## src/rtl/fetch_unit_if.sv

```systemverilog
// Program-memory fetch bus: byte-wide read with a req/ack handshake.
//   mem_req  : fetch side requests a read at mem_addr (held until ack)
//   mem_addr : read address, stable while mem_req is high
//   mem_ack  : memory acknowledge; mem_data is valid in the same cycle
//   mem_data : read data byte
// Modports: master = fetch unit, slave = program memory.
interface fetch_unit_if #(
  parameter int unsigned ADDR_WIDTH = 8
);
  logic                  mem_req;
  logic [ADDR_WIDTH-1:0] mem_addr;
  logic                  mem_ack;
  logic [7:0]            mem_data;

  modport master (
    output mem_req,
    output mem_addr,
    input  mem_ack,
    input  mem_data
  );

  modport slave (
    input  mem_req,
    input  mem_addr,
    output mem_ack,
    output mem_data
  );
endinterface

```

## src/rtl/fetch_unit.sv

```systemverilog
// Instruction fetch stage: holds the PC, fetches opcode bytes from program
// memory over a req/ack bus and loads them into IR for the control unit.
// Optional one-byte prefetch buffer enabled by defining FETCH_PREFETCH_EN.
// Ports:
//   clock, reset  : clock, asynchronous active-low reset
//   ir_load       : fetch request pulse from the control unit
//   pc_load/pc_in : jump/branch target load
//   mem           : program memory bus (fetch_unit_if.master)
//   IR, ir_valid  : instruction register and its one-cycle update pulse
//   pc            : address of the next byte to be delivered to IR
//   busy          : an accepted demand fetch is still outstanding
module fetch_unit #(
  parameter int unsigned ADDR_WIDTH = 8,
  parameter int unsigned RESET_PC   = 0
) (
  input  logic                  clock,
  input  logic                  reset,
  input  logic                  ir_load,
  input  logic                  pc_load,
  input  logic [ADDR_WIDTH-1:0] pc_in,
  fetch_unit_if.master          mem,
  output logic [7:0]            IR,
  output logic                  ir_valid,
  output logic [ADDR_WIDTH-1:0] pc,
  output logic                  busy
);

  localparam logic [ADDR_WIDTH-1:0] PC_RST = ADDR_WIDTH'(RESET_PC);
  localparam logic [ADDR_WIDTH-1:0] PC_ONE = ADDR_WIDTH'(1);

`ifdef FETCH_PREFETCH_EN
  typedef enum logic [1:0] {IDLE, FETCH_REQ, PF_REQ} state_t;
`else
  typedef enum logic [1:0] {IDLE, FETCH_REQ} state_t;
`endif

  state_t                state;
  logic                  jump_pend;
  logic [ADDR_WIDTH-1:0] jump_target;
`ifdef FETCH_PREFETCH_EN
  logic [7:0]            pf_data;
  logic                  pf_valid;
`endif

  logic                  jump_now;
  logic [ADDR_WIDTH-1:0] jump_tgt;
  logic [ADDR_WIDTH-1:0] pc_inc;
  logic [ADDR_WIDTH-1:0] issue_addr;
  logic                  demand;

  // A jump arriving in the same cycle as the ack takes effect immediately.
  always_comb begin
    jump_now   = pc_load | jump_pend;
    jump_tgt   = pc_load ? pc_in : jump_target;
    pc_inc     = pc + PC_ONE;
    issue_addr = pc_load ? pc_in : pc;
`ifdef FETCH_PREFETCH_EN
    // A demand raised during a prefetch is served by that prefetch's ack.
    demand     = busy | ((state == PF_REQ) & ir_load);
`else
    demand     = busy;
`endif
  end

  // Fetch FSM and all registered outputs.
  always_ff @(posedge clock or negedge reset) begin
    if (!reset) begin
      state        <= IDLE;
      pc           <= PC_RST;
      mem.mem_addr <= PC_RST;
      mem.mem_req  <= 1'b0;
      IR           <= 8'h00;
      ir_valid     <= 1'b0;
      busy         <= 1'b0;
      jump_pend    <= 1'b0;
      jump_target  <= PC_RST;
`ifdef FETCH_PREFETCH_EN
      pf_data      <= 8'h00;
      pf_valid     <= 1'b0;
`endif
    end else begin
      ir_valid <= 1'b0;
      case (state)
        IDLE: begin
`ifdef FETCH_PREFETCH_EN
          if (ir_load && !pc_load && pf_valid) begin
            // Serve from the buffer and immediately refill it.
            IR           <= pf_data;
            ir_valid     <= 1'b1;
            pc           <= pc_inc;
            pf_valid     <= 1'b0;
            mem.mem_addr <= pc_inc;
            mem.mem_req  <= 1'b1;
            state        <= PF_REQ;
          end else
`endif
          if (ir_load) begin
            // Jump wins over a simultaneous fetch: fetch at the target.
            pc           <= issue_addr;
            mem.mem_addr <= issue_addr;
            mem.mem_req  <= 1'b1;
            busy         <= 1'b1;
            state        <= FETCH_REQ;
`ifdef FETCH_PREFETCH_EN
            pf_valid     <= 1'b0;
`endif
          end else if (pc_load) begin
            pc <= pc_in;
`ifdef FETCH_PREFETCH_EN
            pf_valid     <= 1'b0;
            mem.mem_addr <= pc_in;
            mem.mem_req  <= 1'b1;
            state        <= PF_REQ;
`endif
          end
        end

        default: begin
          // A request is in flight; it always runs to its ack.
          if (mem.mem_ack) begin
            jump_pend <= 1'b0;
            if (jump_now) begin
              // Data for the old stream is dropped.
              pc <= jump_tgt;
              if (demand) begin
                busy         <= 1'b1;
                mem.mem_addr <= jump_tgt;
                mem.mem_req  <= 1'b1;
                state        <= FETCH_REQ;
              end else begin
`ifdef FETCH_PREFETCH_EN
                mem.mem_addr <= jump_tgt;
                mem.mem_req  <= 1'b1;
                state        <= PF_REQ;
`else
                mem.mem_req  <= 1'b0;
                state        <= IDLE;
`endif
              end
            end else if (demand) begin
              IR       <= mem.mem_data;
              ir_valid <= 1'b1;
              pc       <= pc_inc;
              busy     <= 1'b0;
`ifdef FETCH_PREFETCH_EN
              mem.mem_addr <= pc_inc;
              mem.mem_req  <= 1'b1;
              state        <= PF_REQ;
`else
              mem.mem_req  <= 1'b0;
              state        <= IDLE;
`endif
            end
`ifdef FETCH_PREFETCH_EN
            else begin
              pf_data     <= mem.mem_data;
              pf_valid    <= 1'b1;
              mem.mem_req <= 1'b0;
              state       <= IDLE;
            end
`endif
          end else begin
            // Latest target wins if several jumps arrive before the ack.
            if (pc_load) begin
              jump_pend   <= 1'b1;
              jump_target <= pc_in;
            end
`ifdef FETCH_PREFETCH_EN
            if (demand) busy <= 1'b1;
`endif
          end
        end
      endcase
    end
  end

endmodule

```

## src/flat_wrapper.sv

```systemverilog
// flat-port wrapper written by rule: the top's interface ports become plain ports
module fetch_unit_flat 
#(
  parameter int unsigned ADDR_WIDTH = 8,
  parameter int unsigned RESET_PC   = 0
)
  (clock, reset, ir_load, pc_load, pc_in, IR, ir_valid, pc, busy, mem_mem_req, mem_mem_addr, mem_mem_ack, mem_mem_data);
  fetch_unit_if #(.ADDR_WIDTH(ADDR_WIDTH)) mem_i ();
  input  logic clock;
  input  logic reset;
  input  logic ir_load;
  input  logic pc_load;
  input  logic [ADDR_WIDTH-1:0] pc_in;
  output logic [7:0] IR;
  output logic ir_valid;
  output logic [ADDR_WIDTH-1:0] pc;
  output logic busy;
  output wire logic [$bits(mem_i.mem_req)-1:0] mem_mem_req;
  output wire logic [$bits(mem_i.mem_addr)-1:0] mem_mem_addr;
  input wire logic [$bits(mem_i.mem_ack)-1:0] mem_mem_ack;
  input wire logic [$bits(mem_i.mem_data)-1:0] mem_mem_data;
  assign mem_mem_req = mem_i.mem_req;
  assign mem_mem_addr = mem_i.mem_addr;
  assign mem_i.mem_ack = mem_mem_ack;
  assign mem_i.mem_data = mem_mem_data;
  fetch_unit #(.ADDR_WIDTH(ADDR_WIDTH), .RESET_PC(RESET_PC)) u_core (.clock(clock), .reset(reset), .ir_load(ir_load), .pc_load(pc_load), .pc_in(pc_in), .mem(mem_i), .IR(IR), .ir_valid(ir_valid), .pc(pc), .busy(busy));
endmodule
```

## config.mk

```make
export PLATFORM = sky130hd
export DESIGN_NAME = fetch_unit_flat
export DESIGN_NICKNAME = d
export VERILOG_FILES = /design/src/rtl/fetch_unit_if.sv /design/src/rtl/fetch_unit.sv /design/src/flat_wrapper.sv
export SDC_FILE = /design/constraint.sdc
export NUM_CORES = 1
export LEC_CHECK = 0
export CAP_MARGIN = 25
export CELL_PAD_IN_SITES_DETAIL_PLACEMENT = 1
export CELL_PAD_IN_SITES_GLOBAL_PLACEMENT = 2
export CORE_MARGIN = 1
export CORE_UTILIZATION = 32
export CTS_BUF_LIST = sky130_fd_sc_hd__clkbuf_16
export CTS_CLUSTER_DIAMETER = 30
export CTS_CLUSTER_SIZE = 10
export DETAILED_ROUTE_END_ITERATION = 10
export GPL_TIMING_DRIVEN = 0
export PLACE_DENSITY = 0.8
export SLEW_MARGIN = 10
export SYNTH_ARGS = -nofsm -noshare
export SYNTH_HDL_FRONTEND = slang
export SYNTH_SLANG_ARGS = --single-unit
export TNS_END_PERCENT = 10
```

## constraint.sdc

```tcl
create_clock -name clock -period 2.5 [get_ports clock]
set_input_delay 0.75 -clock clock [delete_from_list [all_inputs] [get_ports clock]]
set_output_delay 0.75 -clock clock [all_outputs]
set_load 0.02 [all_outputs]
```

==> results of run 1 <==
state kept, by name, summed over array words and instances (netlist names):
signal               cells
u_core.IR                8
u_core.busy              1
u_core.ir_valid          1
u_core.jump_pend         1
u_core.jump_target       8
u_core.mem.mem_addr      8
u_core.pc                8
u_core.state             1
where the power goes:
group / leakage, nW / total [mW] / switching [mW] / internal (mW)
registers: 0.431 / 1.12 / 0.252 / 0.873
clock network: 0.0789 / 0.698 / 0.235 / 0.463
logic: 0.631 / 1.83 / 0.961 / 0.870
total: 1.14 / 3.65 / 1.45 / 2.21
worst paths after layout:
check | start | to | slack [ps] | cells past startpoint
hold reg to reg | u_core.mem.mem_addr[6] | u_core.mem.mem_addr[6] | 480 | 2
min in group clock | u_core.mem.mem_addr[6] | u_core.mem.mem_addr[6] | 480 | 2
setup reg to reg | u_core.pc[0] | u_core.pc[6] | 740 | 5
max in group asynchronous | reset | u_core.mem.mem_addr[0] | 1630 | 2
hold / removal | reset | u_core.jump_target[5] | 410 | 1
setup / recovery | pc_load | u_core.mem.mem_addr[0] | 230 | 7
through the flow:
stage               setup TNS, ps   util
floorplan                       0      -
global placement            -9660  0.427
detailed placement           -299  0.430
CTS                             0  0.458
global route                    0  0.458
finish                          0  0.458
worst max-delay path, delay by kind of cell:
kind            cells  cell delay (ps)
simple gates        3              310
compound gates      1              240
buf+inv             3             1130
cells by family (layout without fill, tap and decap cells):
group                    after synthesis  after routing
adder cells (fa/ha/maj)                1              1
flip-flops                            36             36
AO/OA/AOI/OAI                         49             49
buffers and inverters                 19             75
AND/OR/NAND/NOR                       63             63
multiplexers                          25             25
per-layer routing:
metal | global-route usage | wire length (µm) | vias up
met2 | 0.310 | 2630 | 49
met3 | 0.0469 | 298 | 14
met1 | 0.268 | 2680 | 861
met4 | 0.0714 | 153 | 0
li1 | - | - | 807
met5 | 0 | 0 | -
cell type report:
class | instances | area [µm²] | share of cell area
Inverter | 5 | 18.8 | 0.00696
Clock buffer | 5 | 125 | 0.0464
Sequential cell | 36 | 901 | 0.334
Multi-Input combinational cell | 138 | 946 | 0.351
Buffer | 14 | 81.3 | 0.0302
Tap cell | 75 | 93.8 | 0.0348
Clock inverter | 3 | 37.5 | 0.0139
Timing Repair Buffer | 48 | 493 | 0.183
placed cells by master, fill, tap and decap left out, types with 2 or more instances in the layout:
| cell type | count |
|---|---|
| nand2_1 | 20 |
| dfrtp_1 | 36 |
| nor2_1 | 13 |
| nor2b_1 | 8 |
| clkinv_1 | 2 |
| buf_6 | 2 |
| a221o_1 | 2 |
| o31ai_1 | 4 |
| nand2b_1 | 3 |
| inv_1 | 5 |
| o21ai_0 | 7 |
| nor3_1 | 3 |
| clkdlybuf4s50_1 | 46 |
| a211oi_1 | 5 |
| mux2_2 | 18 |
| nand3_1 | 5 |
| clkbuf_16 | 5 |
| o22ai_1 | 4 |
| a21oi_1 | 12 |
| buf_2 | 11 |
| mux2i_1 | 7 |
| o32a_1 | 2 |
| a31oi_1 | 2 |
==> flow_summary.ini, run 1 <==
[logic_synthesis]
synth_top_family_by_area = compound AO/OA/AOI/OAI gates
netlist_area_mm2 = 0.00195
synth.area.mux_share = 0.140
synth.most_common_cell = dfrtp_1
synth_warnings = 0
synth-edff-count = 0
synth_compound_area_frac = 0.174
yosysTopAreaCell = dfrtp_1
synth_seq_area_share = 0.463
synthAdderAreaFrac = 0.00643
synth_area_per_cell_um2 = 10.1
synth_top_cells_by_count = 36 x dfrtp_1, 20 x nand2_1, 18 x mux2_2, 13 x nor2_1, 12 x a21oi_1
synthSimpleGateAreaFrac = 0.166
synth_cell_types = 45
syn-num-nets = 215
async_reset_ff_frac = 1.00
syn_inst = 193
synth-xor-area-share = 0
synthFlopType = dfrtp_1
ys_seq_elements = 36
synth_area_leaders = dfrtp_1 46%, mux2_2 10%, nand2_1 3.9%
yosys.area.top_type_share = 0.463

[clocking]
clk_pin_slew_ps = 60
cts_num_sinks = 36
cts_tree = built
cts_hold_buf = 0
numCtsBuffers = 5
post_cts_buffers = 0
clock_latency_ps = 280
cts_buffer_depth = 2
htreeDepth = 2
root_buffer = clkbuf_16
cts.repair.resized = 0

[grt]
grt_max_degree = 22
grt_use_total = 0.199
grt_antenna_before_repair = 0
grt_pass1_vias = 1789
grt_pass1_wl_um = 9510
gr-total-overflow = 0

[cells_and_area]
area_growth_pct = 38.5
final_area_mm2 = 0.00270
layout.nets = 270
n_antenna_cell = 0
nFillCells = 692
drive_gt1_frac = 0.181
final_cells = 324

[setup_path]
crit_slowest_cell = clkdlybuf4s50_1
start_kind = primary input
end_kind = flop
cp_cell_sequence = clkdlybuf4s50_1 > buf_2 > buf_2 > nor2_1 > nor2_1 > nor3_1 > a211oi_1
crit_required_ps = 2670
worst_ep_arrival_time_ps = 2440
path_max_fanout = 10
critPathMaxStageDelay_ps = 550
crit_type = in -> reg

[sta]
period_needed_ps = 2270
slew_viol_final = 0
finalHoldViolCount = 0
final.period_utilization = 0.908
finalSetupViolations = 0
fin_worst_skew_ps = 7.49
rsz0062_at_grt = false
slew-limit-headroom = 0.669
holdWs_ps = 414
fmaxAchievable_mhz = 440
worst_pin_slew_ps = 497
setup_slack_ps = 230

[place]
dp.cells = 316
portBuffers = 47
post_dp_cell_area_mm2 = 0.00253
gp_congestion = 0.817
dp_hpwl_um = 4030
dp_slack_ps = -55.7

[drt]
wire_per_inst_um = 17.8
drt_iter0_drc = 102
drc = 0
routed_wl_um = 5760
drtPass1Iterations = 4
routed_via_density = 5.34
vias = 1731
final_antenna_net_count = 0

[die]
dieArea_mm2 = 0.00640
pin_count = 48
coreArea_mm2 = 0.00589
num_rows = 28
dieHeight_um = 80
initial_core_util = 0.331
die_x_um = 80

[pwr]
finalPower_mw = 3.65
p_leak_nw = 1.14
powerDensity_mw_per_mm2 = 1350
ir_drop_mv = 0.492

[run]
cap_violations = 0

[worst_hold_path]
hp-class = in -> async

[run_status]
outcome = completed
No activity file was read; power rests on OpenSTA's default activity.
==> inputs of run 2 (changes only) <==
GPL_ROUTABILITY_DRIVEN = 0   (was default)
==> results of run 2 <==
No change in the layout: final DEF, timing and power equal those of run 1.
